`config.mk`:
```
export PLATFORM = sky130hd
export DESIGN_NAME = hi_lo_muldiv_controller
export DESIGN_NICKNAME = d
export VERILOG_FILES = /design/src/rtl/hi_lo_muldiv_controller.sv
export SDC_FILE = /design/constraint.sdc
export NUM_CORES = 1
export LEC_CHECK = 0
export BUFFER_PORTS_ARGS = -buffer_cell sky130_fd_sc_hd__buf_2
export CAP_MARGIN = 15
export CORE_MARGIN = 2
export CORE_UTILIZATION = 25
export CTS_BUF_LIST = sky130_fd_sc_hd__clkbuf_8 sky130_fd_sc_hd__clkbuf_16
export DETAILED_ROUTE_END_ITERATION = 7
export HOLD_SLACK_MARGIN = 0.15
export PLACE_DENSITY = 0.4
export SYNTH_ARGS = -nofsm -noshare
export SYNTH_HDL_FRONTEND = slang
export SYNTH_SLANG_ARGS = --single-unit
```
`constraint.sdc`:
```
create_clock -name clk -period 9.4 [get_ports clk]
set_input_delay 0 -clock clk [delete_from_list [all_inputs] [get_ports clk]]
set_output_delay 0 -clock clk [all_outputs]
set_load 0.05 [all_outputs]
```
`src/rtl/hi_lo_muldiv_controller.sv`:
```
`default_nettype none
// ============================================================================
// Module   : hi_lo_muldiv_controller
// Purpose  : Owns the architectural HI/LO registers. Runs the multi-cycle
//            MULT/MULTU (shift-add) and DIV/DIVU (restoring radix-2) ops
//            for the execute stage. Applies MTHI/MTLO writes. Stalls
//            execute while a result is pending and a HI/LO-dependent
//            instruction is waiting in execute.
// Ports    : clk, reset            - clock, synchronous active-high reset
//            op_execute            - 0 NONE,1 MULT,2 MULTU,3 DIV,4 DIVU,
//                                    5 MTHI,6 MTLO,7 NONE
//            flush_execute         - execute-stage op squashed
//            read_hi_lo_execute    - MFHI/MFLO in execute
//            source_a/b_execute    - rs / rt operands
//            HI_output, LO_output  - architectural HI / LO
//            busy                  - sequencer not idle
//            stall_execute         - hold execute and downstream registers
// Revision : 1.0 - initial release
// ============================================================================
module hi_lo_muldiv_controller #(
    parameter int DATA_WIDTH = 32
) (
    input  logic                  clk,
    input  logic                  reset,
    input  logic [2:0]            op_execute,
    input  logic                  flush_execute,
    input  logic                  read_hi_lo_execute,
    input  logic [DATA_WIDTH-1:0] source_a_execute,
    input  logic [DATA_WIDTH-1:0] source_b_execute,
    output logic [DATA_WIDTH-1:0] HI_output,
    output logic [DATA_WIDTH-1:0] LO_output,
    output logic                  busy,
    output logic                  stall_execute
);

    localparam int c_CW = $clog2(DATA_WIDTH);
    localparam logic [c_CW-1:0] c_LAST = c_CW'(DATA_WIDTH - 1);

    localparam logic [1:0] c_IDLE     = 2'd0;
    localparam logic [1:0] c_MULTIPLY = 2'd1;
    localparam logic [1:0] c_DIVIDE   = 2'd2;
    localparam logic [1:0] c_FINISH   = 2'd3;

    localparam logic [2:0] c_OP_MULT  = 3'd1;
    localparam logic [2:0] c_OP_MULTU = 3'd2;
    localparam logic [2:0] c_OP_DIV   = 3'd3;
    localparam logic [2:0] c_OP_DIVU  = 3'd4;
    localparam logic [2:0] c_OP_MTHI  = 3'd5;
    localparam logic [2:0] c_OP_MTLO  = 3'd6;

    logic [1:0]              r_state;
    logic [c_CW-1:0]         r_count;
    logic [DATA_WIDTH-1:0]   r_mcand;      // multiplicand magnitude
    logic [2*DATA_WIDTH-1:0] r_prod;       // {partial product, multiplier}
    logic [DATA_WIDTH-1:0]   r_divisor;    // divisor magnitude
    logic [DATA_WIDTH:0]     r_rem;        // remainder plus guard bit
    logic [DATA_WIDTH-1:0]   r_quo;        // dividend shifts out, quotient shifts in
    logic [DATA_WIDTH-1:0]   r_raw_a;      // unmodified dividend for divide-by-zero
    logic                    r_is_div;
    logic                    r_div_zero;
    logic                    r_neg_q;      // product / quotient sign
    logic                    r_neg_r;      // remainder sign
    logic [DATA_WIDTH-1:0]   r_hi;
    logic [DATA_WIDTH-1:0]   r_lo;

    logic                    w_accept;
    logic                    w_signed_op;
    logic [DATA_WIDTH-1:0]   w_mag_a;
    logic [DATA_WIDTH-1:0]   w_mag_b;
    logic [DATA_WIDTH:0]     w_mul_sum;
    logic [DATA_WIDTH:0]     w_div_shift;
    logic [DATA_WIDTH+1:0]   w_div_trial;
    logic                    w_div_ok;
    logic [2*DATA_WIDTH-1:0] w_prod_res;
    logic [DATA_WIDTH-1:0]   w_quo_res;
    logic [DATA_WIDTH-1:0]   w_rem_res;

    assign w_accept    = (r_state == c_IDLE) && !flush_execute;
    assign w_signed_op = (op_execute == c_OP_MULT) || (op_execute == c_OP_DIV);

    // Negating 0x80000000 yields 0x80000000, which is the correct unsigned
    // magnitude, so no special case is needed for the most negative value.
    assign w_mag_a = (w_signed_op && source_a_execute[DATA_WIDTH-1]) ?
                     -source_a_execute : source_a_execute;
    assign w_mag_b = (w_signed_op && source_b_execute[DATA_WIDTH-1]) ?
                     -source_b_execute : source_b_execute;

    // Shift-add step: add multiplicand into the upper half when the current
    // multiplier LSB is set, keep the carry, then shift right by one.
    assign w_mul_sum = {1'b0, r_prod[2*DATA_WIDTH-1:DATA_WIDTH]} + {1'b0, r_mcand};

    // Restoring divide step: bring in the next dividend bit and try the
    // subtraction; the top bit of the trial is its sign.
    assign w_div_shift = {r_rem[DATA_WIDTH-1:0], r_quo[DATA_WIDTH-1]};
    assign w_div_trial = {1'b0, w_div_shift} - {2'b00, r_divisor};
    assign w_div_ok    = !w_div_trial[DATA_WIDTH+1];

    assign w_prod_res = r_neg_q ? -r_prod : r_prod;
    assign w_quo_res  = r_neg_q ? -r_quo : r_quo;
    assign w_rem_res  = r_neg_r ? -r_rem[DATA_WIDTH-1:0] : r_rem[DATA_WIDTH-1:0];

    always_ff @(posedge clk) begin
        if (reset) begin
            r_state    <= c_IDLE;
            r_count    <= '0;
            r_mcand    <= '0;
            r_prod     <= '0;
            r_divisor  <= '0;
            r_rem      <= '0;
            r_quo      <= '0;
            r_raw_a    <= '0;
            r_is_div   <= 1'b0;
            r_div_zero <= 1'b0;
            r_neg_q    <= 1'b0;
            r_neg_r    <= 1'b0;
            r_hi       <= '0;
            r_lo       <= '0;
        end else begin
            case (r_state)
                c_IDLE: begin
                    if (w_accept) begin
                        case (op_execute)
                            c_OP_MULT, c_OP_MULTU: begin
                                r_mcand    <= w_mag_a;
                                r_prod     <= {{DATA_WIDTH{1'b0}}, w_mag_b};
                                r_neg_q    <= w_signed_op &&
                                              (source_a_execute[DATA_WIDTH-1] ^
                                               source_b_execute[DATA_WIDTH-1]);
                                r_is_div   <= 1'b0;
                                r_div_zero <= 1'b0;
                                r_count    <= '0;
                                r_state    <= c_MULTIPLY;
                            end
                            c_OP_DIV, c_OP_DIVU: begin
                                r_quo      <= w_mag_a;
                                r_divisor  <= w_mag_b;
                                r_rem      <= '0;
                                r_raw_a    <= source_a_execute;
                                r_neg_q    <= w_signed_op &&
                                              (source_a_execute[DATA_WIDTH-1] ^
                                               source_b_execute[DATA_WIDTH-1]);
                                r_neg_r    <= w_signed_op && source_a_execute[DATA_WIDTH-1];
                                r_is_div   <= 1'b1;
                                r_count    <= '0;
                                // Divide by zero skips the iterations entirely.
                                if (source_b_execute == '0) begin
                                    r_div_zero <= 1'b1;
                                    r_state    <= c_FINISH;
                                end else begin
                                    r_div_zero <= 1'b0;
                                    r_state    <= c_DIVIDE;
                                end
                            end
                            c_OP_MTHI: r_hi <= source_a_execute;
                            c_OP_MTLO: r_lo <= source_a_execute;
                            default: ;
                        endcase
                    end
                end
                c_MULTIPLY: begin
                    if (r_prod[0]) begin
                        r_prod <= {w_mul_sum, r_prod[DATA_WIDTH-1:1]};
                    end else begin
                        r_prod <= {1'b0, r_prod[2*DATA_WIDTH-1:1]};
                    end
                    r_count <= r_count + 1'b1;
                    if (r_count == c_LAST) begin
                        r_state <= c_FINISH;
                    end
                end
                c_DIVIDE: begin
                    if (w_div_ok) begin
                        r_rem <= w_div_trial[DATA_WIDTH:0];
                    end else begin
                        r_rem <= w_div_shift;
                    end
                    r_quo   <= {r_quo[DATA_WIDTH-2:0], w_div_ok};
                    r_count <= r_count + 1'b1;
                    if (r_count == c_LAST) begin
                        r_state <= c_FINISH;
                    end
                end
                default: begin // c_FINISH
                    if (r_div_zero) begin
                        r_hi <= r_raw_a;
                        r_lo <= '1;
                    end else if (r_is_div) begin
                        r_hi <= w_rem_res;
                        r_lo <= w_quo_res;
                    end else begin
                        r_hi <= w_prod_res[2*DATA_WIDTH-1:DATA_WIDTH];
                        r_lo <= w_prod_res[DATA_WIDTH-1:0];
                    end
                    r_state <= c_IDLE;
                end
            endcase
        end
    end

    assign HI_output     = r_hi;
    assign LO_output     = r_lo;
    assign busy          = (r_state != c_IDLE);
    assign stall_execute = busy && !flush_execute &&
                           (((op_execute >= c_OP_MULT) && (op_execute <= c_OP_MTLO)) ||
                            read_hi_lo_execute);

endmodule
`default_nettype wire

```
Yosys cells after proc, flatten, opt, wreduce, memory -nomap -nowiden --
Index checks and enable logic that the tools add are counted.
Operators by class: multiplexer cells 37, order comparisons 2, bitwise logic cells 2, reduce and logical (&&, ||, !) cells 32, add/sub/neg operators 8, equality and inequality tests 17
Operator list (number):
- $mux 32 | 17
- $mux 64 | 4
- $pmux 32 s2 | 4
- $neg 32->32 | 4
- $pmux 64 s2 | 1
- $neg 64->64 | 1
- $sub 33x32->34 | 1
- $add 32x32->33 | 1
- $logic_not 32->1 | 1
- $reduce_and 3->1 | 10
- $mux 5 | 2
- $ne 2x1->1 const B | 5
- $pmux 5 s2 | 1
- $reduce_bool 2->1 | 5
- $eq 3x3->1 const B | 3
- $pmux 2 s2 | 2
- $logic_and 1x1->1 | 7
- $eq 3x2->1 const B | 2
- $reduce_or 2->1 | 3
- $add 5x1->5 const B | 1
- $eq 5x5->1 const B | 1
- $mux 2 | 2
- $ne 2x2->1 const B | 2
- $pmux 1 s2 | 2
- 13 further kinds | 16
Storage, ports and cells: output and inout bits 66, bits of input ports 71, logic and storage cells 112, register bits 299

Depth between registers and ports, before layout --
Gate-level depths: netlist of run 1.
depth after elaboration 7, mapped depth 14, mapped depth without buffers 13

Worst setup path before layout of run 1 --
OpenSTA, ideal clock, no wires.
path kind flip-flop to flip-flop, start point register r_prod[32], end point register r_prod[59], setup time 74 ps, slack 6394 ps, required time 9326 ps, path buffers 0, cell stages (with the launch flop) 13, data arrival time 2932 ps, clock period less this slack 3006 ps, path through dfxtp_1 > ha_1 > inv_1 > fa_1 > nand2b_1 > a21o_1 > a2111oi_0 > nor3_1 > a221o_1 > o21a_1 > o21ai_0 > mux2_2 > a31oi_1
On the way: word-level cells in the longest chain between the ends 3
RTL lines:
- start, declared | line 54 | logic [2*DATA_WIDTH-1:0] r_prod;
- start signal, assigned | line 125 | r_prod <= {{DATA_WIDTH{1'b0}}, w_mag_b};
- start signal, assigned | line 162 | r_prod <= {w_mul_sum, r_prod[DATA_WIDTH-1:1]};
- start signal, assigned | line 164 | r_prod <= {1'b0, r_prod[2*DATA_WIDTH-1:1]};
- $add 32x32->33 | line 90 | assign w_mul_sum = {1'b0, r_prod[2*DATA_WIDTH-1:DATA_WIDTH]} + {1'b0, r_mcand};
- $mux 64 | line 161 | if (r_prod[0]) begin
- $pmux 64 s2 | line 119 | case (r_state)
No other way between the ends. A chain may end at the register's enable or synchronous reset.

Worst setup path in the final report of run 1 --
start point register r_rem[6], end point register r_rem[13]
On the way: word-level cells in the longest chain between the ends 3
RTL lines:
- start, declared | line 56 | logic [DATA_WIDTH:0] r_rem;
- start signal, assigned | line 173 | r_rem <= w_div_trial[DATA_WIDTH:0];
- start signal, assigned | line 175 | r_rem <= w_div_shift;
- $sub 33x32->34 | line 95 | assign w_div_trial = {1'b0, w_div_shift} - {2'b00, r_divisor};
- $mux 32 | line 172 | if (w_div_ok) begin
- $pmux 32 s2 | line 119
No other way between the ends.

==> results of run 1 <==
==> worst paths after layout <==
check	from	to	slack, ps
max	r_rem[6]	r_rem[13]	4970
min	op_execute[0]	HI_output[12]	220
max reg2reg	r_rem[6]	r_rem[13]	4970
min reg2reg	LO_output[19]	LO_output[19]	440
==> final cells by class <==
| class | instances | area share (%) |
|---|---|---|
| Multi-Input combinational cell | 2133 | 55.14 |
| Sequential cell | 299 | 25.09 |
| Timing Repair Buffer | 248 | 7.229 |
| Tap cell | 1050 | 5.500 |
| Clock buffer | 48 | 4.746 |
| Inverter | 79 | 1.241 |
| Clock inverter | 25 | 1.053 |
==> cells in the mapped netlist (7+ instances only) <==
cell,instances
a2111oi_0,18
a211oi_1,76
a21o_1,31
a21oi_1,253
a221oi_1,15
a222oi_1,11
a22oi_1,11
a31oi_1,20
a32oi_1,9
and2_1,7
and3_1,17
buf_1,13
clkbuf_1,160
dfxtp_1,299
ha_1,75
inv_1,77
mux2i_1,45
nand2_1,412
nand2b_1,31
nand3_1,51
nand4_1,10
nor2_1,248
nor2b_1,14
nor3_1,45
nor4_1,26
o2111ai_1,8
o211ai_1,46
o21a_1,9
o21ai_0,194
o221ai_1,12
o22ai_1,12
o31ai_1,58
o41ai_1,15
or2_2,8
or3_1,33
or4_1,16
xnor2_1,119
xor2_1,95
==> placed cells by master (no fill, tap or decap), drive strengths merged, types with 20 or more instances in the layout <==
cell	synthesis	final
xnor2	119	119
a211oi	76	76
inv	77	88
a31oi	20	20
ha	75	75
nor3	45	45
o211ai	46	46
o31ai	59	59
or3	33	33
o21ai	197	197
nor4	30	30
nand3	51	51
a21o	31	31
clkbuf	160	49
nand2	412	412
nor2	248	248
nand2b	31	31
mux2i	45	45
dlygate4sd3	0	77
xor2	95	95
buf	19	170
dfxtp	299	299
a21oi	253	253
==> logic make-up after synthesis <==
kind of cell	count (synthesis)
xor+xnor	214
mux	51
fa+ha+maj	77
simple gates	953
buf+inv	258
flops	299
compound gates	838
==> tightest hold or removal path: cells and delay by family <==
| family | cells | cell delay [ps] |
|---|---|---|
| buffers and inverters | 1 | 180 |
| and+or+nand+nor | 2 | 300 |
| AOI/OAI and AO/OA | 4 | 290 |
==> per-stage QoR <==
step                      area, µm²  util [%]  std cells  hold slack, ps
after global placement        21720     27.45       3731           303.9
after CTS                     23870     30.17       3881           189.3
after floorplan               20040         -       2690           136.0
final                         23890     30.19       3882           220.0
after detailed placement      21720     27.45       3731           312.7
after global routing          23890     30.19       3882           256.8
==> state kept, by name, indices dropped and copies added, names as in the netlist, 5 cells and up <==
register / flops
r_rem: 32
r_prod: 64
LO_output: 32
r_mcand: 32
r_divisor: 32
HI_output: 32
r_quo: 32
r_count: 5
r_raw_a: 32
==> routing by layer <==
layer  global-route usage, %  vias up  share of wire (%)
met5                       0        -                  0
met4                   7.344        0                3.4
met3                   2.810      111                5.1
met2                   35.64      654                 46
met1                   29.76    10145                 46
li1                        -     9902                  -
==> power by group through the flow <==
stage | clock, mW | sequential (mW) | combinational (mW)
after detailed placement | 0 | 1.75 | 3.29
after floorplan | 0 | 2.07 | 1.74
after global placement | 0 | 1.75 | 3.27
after global routing | 1.73 | 1.75 | 3.58
after CTS | 1.67 | 1.73 | 3.33
final | 1.64 | 1.73 | 3.34
==> flow_summary_export.csv, run 1 <==
group,metric,value,unit
status,status,"finished, violations left",
status,violations,"design-rule violations",
sta,slew_violations,0,
clocking,post_cts_buffers,0,
logic_synthesis,synth.largest_area_cell,"dfxtp_1",
sta,tns,0,ps
sta,rsz0062_at_grt,"false",
clocking,cts_buffers,40,
detailed_routing,viasPerCell,5.361,
die,rows,103,
setup_path,setup.worst_path.end_class,"flop",
finish,layout.nets,2949,
setup_path,max_stage_delay,890,ps
finish,drive_gt1_share,10.13,%
power_and_ir_drop,p_leak,9.081,nW
logic_synthesis,synth_xor_area_share,9.351,%
logic_synthesis,synthFlopType,"dfxtp_1",
setup_path,cp_max_fo,39,
power_and_ir_drop,p_int,3.381,mW
die,fp.dieH,287.1,µm
setup_path,critical_path_depth,10,
logic_synthesis,synth.area.top_cells,"dfxtp_1 30%, nand2_1 7.7%, a21oi_1 6.3%",
power_and_ir_drop,p_sw_share,49.61,%
sta,min_period,4428,ps
power_and_ir_drop,seqPwrFrac,25.7,%
logic_synthesis,synth-compound-area-share,26.59,%
sta,hold_violations,0,
detailed_routing,drtAntennaViolNets,0,
logic_synthesis,synth-seq-cells,299,
logic_synthesis,synth_async_sr_flop_share,0,%
clocking,cts-root-buf,"clkbuf_16",
sta,slew_headroom,19.09,%
die,core,79130,µm²
sta,worst_pin_slew,1204,ps
clocking,hold_buffers,77,
logic_synthesis,synth-simple-area-share,21.69,%
power_and_ir_drop,switchingPower,3.328,mW
logic_synthesis,synth_top_area_share,29.86,%
hold_path,hold_depth,7,
power_and_ir_drop,pwr-share-clk,24.5,%
power_and_ir_drop,pwr-share-comb,49.8,%
setup_path,cp.arrival,4950,ps
clocking,clockBufferDepth,3,
placed_design,finalWeightedCongestion,0.9115,
logic_synthesis,avgSynthCellArea,7.451,µm²
sta,timing.final.crit_share,47.11,%
clocking,clk_latency,580,ps
detailed_routing,drt_wl_total,92.11,mm
finish,syn_to_final_growth,19.17,%
placed_design,port_buffers,136,
detailed_routing,vias,20812,
power_and_ir_drop,power,6.709,mW
global_route,grt_pass1_wl,135.0,mm
logic_synthesis,yosys_warnings,0,
detailed_routing,wl_per_cell,23.73,µm
logic_synthesis,synth.distinct_cells,74,
logic_synthesis,ys_seq_area_share,29.86,%
setup_path,worstPathCellList,"ha_1 -> nand4_1 -> a2111oi_0 -> o21ai_0 -> nand2_1 -> a31oi_1 -> o2111ai_1 -> nand2_2 -> or4_1 -> nand3_1",
logic_synthesis,synth_area,20040,µm²
setup_path,path_buf_inv,0,
clocking,postCtsResizedCells,0,
sta,fmaxAchievable,225.8,MHz
global_route,grt_start_max_net_pins,108,
setup_path,crit_type,"reg2reg",
clocking,clock-sinks,299,
finish,seqCellArea,5993,µm²
clocking,cts_tree,"built",
finish,fillerInstances,8595,
global_route,first_global_vias,19945,
clocking,clk_pin_slew,60,ps
finish,multiInputGateArea,13170,µm²
logic_synthesis,synth_top_family_by_area,"compound AO/OA/AOI/OAI gates",
logic_synthesis,synth-edff-count,0,
sta,setup_violations,0,
die,io_pins,137,
die,die_area,82450,µm²
global_route,grt_overflow,0,
logic_synthesis,netlist_instances,2690,
hold_path,hold_path_class,"in2reg",
setup_path,rr_worst_depth,10,
global_route,antenna_found_initial,3,
detailed_routing,drc,4,
global_route,grt_util_all_layers,21.90,%
logic_synthesis,muxShareOfSynthArea,2.753,%
detailed_routing,first_iter_violations,1921,
power_and_ir_drop,peakVddDrop,0.1449,mV
logic_synthesis,synthesis.nets,2838,
placed_design,dp_hpwl,67.96,mm
detailed_routing,dr.pass1.iters,8,
sta,fin_worst_skew,31.02,ps
sta,setup_slack,4972,ps
die,die_w,287.1,µm
setup_path,critPathLaunchType,"flop",
die,start_util,25.33,%
logic_synthesis,synthAdderAreaFrac,4.882,%
setup_path,cp.required,9920,ps
clocking,h-tree-depth,2,
setup_path,crit_family,"simple AND/OR/NAND/NOR gates",
power_and_ir_drop,power_density,280.9,nW/µm²
placed_design,preCtsSetupSlack,5000,ps
finish,num_antenna_cells,0,
flow_run,drv_cap,0,
setup_path,slowest_stage,"a2111oi_0",
No activity file was read; power rests on OpenSTA's default activity.
==> run 2: changes to the inputs <==
clock period = 4.65 ns   (was 9.4 ns; I/O delays follow)
==> run 2 against run 1 <==
The flow now finishes without violations. Sequential power is 100% higher. Critical path depth is 1 higher. Via count is 0.20% lower. Worst setup slack worse by 4100 ps. Clock skew is 4.6 ps lower. Combinational power is 100% higher. Clock power is 94% higher. Core utilization is 0.21 points higher. Routed wire length is 2.2% lower. Critical path type unchanged. Largest cell class unchanged. Largest power group unchanged.
==> flow_summary_export.csv, run 2 (synthesized netlist as in run 1, its figures left out) <==
group,metric,value,unit
placed_design,dp_hpwl,68.04,mm
setup_path,r2r_slack,890,ps
detailed_routing,first_iter_violations,1635,
setup_path,setup.worst_path.end_class,"flop",
placed_design,port_buffers,136,
clocking,postCtsResizedCells,0,
finish,final_cell_count_no_fill,3909,
clocking,cts_buffers,41,
sta,slew_violations,0,
sta,hold_violations,0,
detailed_routing,wl_per_cell,23.04,µm
setup_path,crit_type,"reg2reg",
die,io_pins,137,
detailed_routing,dr.pass1.iters,6,
global_route,grt_start_max_net_pins,75,
detailed_routing,viasPerCell,5.314,
power_and_ir_drop,p_leak,9.187,nW
finish,fillerInstances,8628,
sta,worst_pin_slew,1078,ps
sta,setup_violations,0,
setup_path,cp.required,5120,ps
finish,seqCellArea,5993,µm²
clocking,clk_latency,580,ps
global_route,grt_pass1_wl,132.7,mm
placed_design,dpl.cell_count,3757,
sta,rsz0062_at_grt,"false",
finish,layout.nets,2979,
placed_design,finalWeightedCongestion,0.8931,
clocking,clk_pin_slew,50,ps
detailed_routing,drt_wl_total,90.06,mm
die,die_w,287.1,µm
power_and_ir_drop,power_density,555.8,nW/µm²
die,rows,103,
setup_path,critPathLaunchType,"flop",
power_and_ir_drop,peakVddDrop,0.3483,mV
sta,slew_headroom,27.98,%
finish,layout_commonest_cell,"nand2_1",
detailed_routing,drtAntennaViolNets,0,
finish,drive_gt1_share,10.85,%
global_route,grt_overflow,0,
sta,fin_worst_skew,26.47,ps
setup_path,cp_max_fo,17,
hold_path,hold_path_class,"in2reg",
global_route,grt_util_all_layers,21.36,%
clocking,cts_tree,"built",
status,status,"finished clean",
finish,final_cell_mix,"410 x nand2_1, 297 x dfxtp_1, 249 x a21oi_1, 246 x nor2_1, 194 x o21ai_0",
sta,fmaxAchievable,266.3,MHz
clocking,clockBufferDepth,3,
die,fp.dieH,287.1,µm
detailed_routing,drc,0,
finish,largest_register_ff_count,64,
finish,multiInputGateArea,13150,µm²
die,core,79130,µm²
sta,min_period,3756,ps
flow_run,drv_cap,0,
die,die_area,82450,µm²
clocking,post_cts_buffers,0,
global_route,first_global_vias,19879,
clocking,cts-root-buf,"clkbuf_16",
finish,top_register,"r_prod",
finish,syn_to_final_growth,20.01,%
global_route,antenna_found_initial,3,
sta,timing.final.crit_share,80.77,%
setup_path,cp.arrival,4230,ps
clocking,clock-sinks,299,
sta,tns,0,ps
clocking,h-tree-depth,2,
clocking,hold_buffers,80,
die,start_util,25.33,%
detailed_routing,vias,20771,
## run 2: cell count changes in the layout (fill, tap and decap cells not counted), moves of 2 or more
cell           change
dlygate4sd3_1      +3
clkbuf_8           +4
buf_4             +25
clkinv_2           -3
diode_2            +2
clkinvlp_4         +2
inv_1              -4
inv_6              +2
bufinv_16          -2
## run 2: area by class of cell
type / count / share of cell area [%]
diodes: 2 / 0.02081
clock buffers: 51 / 4.838
clock inverters: 18 / 0.7022
inverters: 79 / 1.233
multi-input cells: 2133 / 54.69
flip-flops and latches: 299 / 24.92
well taps: 1050 / 5.462
repair buffers: 277 / 8.141
## run 2: worst max-delay path, stage by stage (launching register included)
cell and delay (ps):
dfxtp_1 390, ha_1 450, nand4_1 160, a2111oi_0 790, o21ai_0 210, nand2_1 240, a31oi_1 220, o2111ai_1 310
nand2_2 220, buf_4 300, mux2i_1 150, a22o_1 200
## run 2: layer usage
layer	wire [µm]	global-route usage, %	share of wire (%)
met4	3517	7.969	3.9
met5	0	0	0
met3	5042	2.548	5.6
met1	40680	28.97	45
met2	40830	34.64	45
## run 2: path summary, 6_finish.rpt
path | startpoint | endpoint | cells past startpoint
worst max-delay path | r_rem[6] | r_rem[0] | 11
worst min register to register | LO_output[13] | LO_output[13] | 2
worst max register to register | r_rem[6] | r_rem[0] | 11
worst min-delay path | op_execute[1] | r_neg_q | 5
## run 2: power breakdown
group | switching, mW | total, mW | internal (mW)
clock | 1.26 | 3.18 | 1.92
combinational | 4.81 | 6.67 | 1.86
sequential | 0.498 | 3.52 | 3.02
total | 6.57 | 13.4 | 6.80
## run 2: metrics by stage
step / worst slack (ps) / total power, mW / hold WS (ps) / utilization (%) / cell area (µm²)
after detailed placement: 819.8 / 10.16 / 316.2 / 27.69 / 21910
after global placement: 919.4 / 10.13 / 309.7 / 27.69 / 21910
after global routing: 386.1 / 14.12 / 282.9 / 30.39 / 24050
final: 894.4 / 13.37 / 220.8 / 30.40 / 24050
after CTS: 785.6 / 13.44 / 206.2 / 30.38 / 24040
after floorplan: 1644 / 7.702 / 136.0 / - / 20040
==> run 3: changes to the inputs <==
PLACE_DENSITY = 0.41   (was 0.4)
clock period = 3.04 ns   (was 4.65 ns; I/O delays follow)
==> run 3 against run 2 <==
Routed wire length rose by 1.7%. Sequential cell count did not move. Global-route usage rose by 0.28 points. Register-to-register slack got worse by 860 ps. Die area did not move. Non-clock buffer count rose by 248. Core utilization rose by 3.0 points. Maximum frequency rose by 25%. Count of clock-buffer cells in the layout rose by 3. Via count rose by 5.0%. Largest power group unchanged.
==> flow_summary_export.csv, run 3 (synthesized netlist as in run 1, its figures left out) <==
group,metric,value,unit
setup_path,path_buf_inv,2,
detailed_routing,vias,21802,
setup_path,slowest_stage,"a221o_1",
sta,fmaxAchievable,333.1,MHz
hold_path,hold_depth,5,
finish,final_cell_count_no_fill,4157,
setup_path,cp.required,3490,ps
sta,worst_pin_slew,888.5,ps
finish,final_cell_mix,"410 x nand2_1, 293 x dfxtp_1, 293 x buf_4, 249 x a21oi_1, 245 x nor2_1",
detailed_routing,first_iter_violations,1893,
setup_path,cp.arrival,3450,ps
power_and_ir_drop,power_density,829.9,nW/µm²
finish,num_antenna_cells,0,
die,io_pins,137,
sta,setup_violations,0,
power_and_ir_drop,power,21.91,mW
global_route,use_met2,35.33,%
clocking,clockBufferDepth,3,
finish,largest_register_ff_count,64,
global_route,use_met1,29.61,%
hold_path,hold_end,"r_neg_q",
placed_design,postPlaceCellArea,23670,µm²
placed_design,dpl.cell_count,3986,
finish,layout.nets,3227,
clocking,cts_buffers,41,
flow_run,drv_cap,0,
detailed_routing,drt_wl_total,91.58,mm
clocking,clk_latency,580,ps
placed_design,port_buffers,136,
detailed_routing,drtAntennaViolNets,0,
sta,fin_worst_skew,25.45,ps
die,rows,103,
clocking,h-tree-depth,2,
sta,timing.final.crit_share,98.75,%
clocking,cts_tree,"built",
sta,slew_violations,0,
detailed_routing,drc,0,
clocking,clock-sinks,299,
detailed_routing,wl_per_cell,22.03,µm
setup_path,worstPathCellList,"ha_4 -> inv_2 -> fa_2 -> nand2b_4 -> a21o_4 -> a2111oi_4 -> buf_4 -> nor3_2 -> a221o_1 -> o21a_1 -> xnor2_1 -> a222oi_1 -> nor2_1",
die,die_area,82450,µm²
setup_path,r2r_slack,40,ps
global_route,grt_start_max_net_pins,95,
global_route,grt_overflow,0,
finish,top_register,"r_prod",
setup_path,crit_family,"compound AO/OA/AOI/OAI gates",
placed_design,finalWeightedCongestion,0.9061,
die,core,79130,µm²
die,die_w,287.1,µm
setup_path,crit_type,"reg2reg",
sta,slew_headroom,40.63,%
global_route,grt_util_all_layers,21.64,%
hold_path,min_from,"op_execute[0]",
finish,post-route-cell-area,26410,µm²
sta,hold_violations,0,
setup_path,timing.rr.start,"r_mcand[0]",
sta,rsz0062_at_grt,"true",
global_route,grt_pass1_wl,135.1,mm
finish,layout_commonest_cell,"nand2_1",
setup_path,cp_max_fo,4,
global_route,grtUsageMet3,2.571,%
global_route,first_global_vias,21117,
finish,syn_to_final_growth,31.75,%
status,status,"finished clean",
hold_path,hold_path_class,"in2reg",
setup_path,rr_worst_depth,13,
global_route,antenna_found_initial,3,
finish,fillerInstances,8504,
clocking,cts-root-buf,"clkbuf_16",
setup_path,reg2reg_to,"r_prod[55]",
placed_design,dp_hpwl,69.63,mm
power_and_ir_drop,p_leak,10.52,nW
clocking,clk_pin_slew,60,ps
setup_path,setup.worst_path.end_class,"flop",
detailed_routing,dr.pass1.iters,6,
global_route,grt-busiest-layer,"met2",
die,fp.dieH,287.1,µm
setup_path,max_stage_delay,380,ps
finish,drive_gt1_share,19.41,%
sta,min_period,3002,ps
setup_path,critPathLaunchType,"flop",
die,start_util,25.33,%
detailed_routing,viasPerCell,5.245,
power_and_ir_drop,peakVddDrop,0.4497,mV
[run 3: cell types whose count changed in the layout (fill, tap and decap cells not counted), moves of 5 or more]
cell           before  now
o21ai_0           194  180
or4_1              16   11
o31ai_1            58   50
buf_4              59  293
a2111oi_0          18    8
o31ai_2             0    5
dlygate4sd3_1      80   88
or4_4               3    8
o21ai_1             1   11
nor4_1             26   19
nor4_2              3    9
a2111oi_1           0    5
[run 3: power by group]
| part | internal [mW] | total, mW | switching [mW] | leakage (nW) |
|---|---|---|---|---|
| Clock | 2.89 | 4.85 | 1.96 | 0.697 |
| Sequential | 4.62 | 5.31 | 0.691 | 2.43 |
| Combinational | 3.96 | 11.8 | 7.79 | 7.39 |
[run 3: worst max path at each step]
stage / start / slack (ps) / depth (start not counted) / end
after floorplan: r_prod[32] / 30 / 12 / r_prod[59]
after global placement: r_mcand[0] / -280 / 13 / r_prod[59]
after detailed placement: r_mcand[0] / -290 / 13 / r_prod[59]
after CTS: r_mcand[0] / -170 / 13 / r_prod[59]
after global routing: r_prod[7] / -140 / 11 / HI_output[3]
final: r_mcand[0] / 40 / 13 / r_prod[55]
[run 3: per-stage QoR]
step / setup WS (ps) / hold slack (ps) / TNS [ps] / utilization (%)
3_3_place_gp: -284.2 / 322.7 / -2047 / 29.91
3_5_place_dp: -293.8 / 326.4 / -3843 / 29.91
4_1_cts: -166.2 / 161.4 / -492.3 / 32.88
5_1_grt: -140.0 / 184.0 / -475.4 / 33.37
2_1_floorplan: 34.03 / 136.0 / 0 / -
6_report: 37.97 / 161.3 / 0 / 33.37
[run 3: layer usage]
metal | share of wire (%) | vias up
li1 | - | 10459
met1 | 46 | 10548
met2 | 46 | 649
met3 | 5.0 | 146
met4 | 3.3 | 0
met5 | 0 | -
[run 3: repair_timing]
item,in CTS,in global routing
pin swaps,16,28
buffers inserted,3,8
setup endpoints to repair,51,81
hold endpoints to repair,215,0
resized for setup,26,71
hold buffers,89,0
[run 3: tightest hold or removal path: cells and delay by family]
family / cells / cell delay (ps)
and+or+nand+nor: 2 / 310
AOI/OAI and AO/OA: 2 / 220
buffers and inverters: 1 / 170
[run 3: area by class of cell]
cell class | count | area (µm²) | area share (%)
sequential | 299 | 5998 | 22.71
inverter | 79 | 296.5 | 1.123
clock inverter | 17 | 103.9 | 0.3933
clock buffer | 54 | 1227 | 4.648
tap | 1050 | 1314 | 4.975
timing repair buffer | 525 | 3920 | 14.84
multi-input combinational | 2133 | 13550 | 51.30
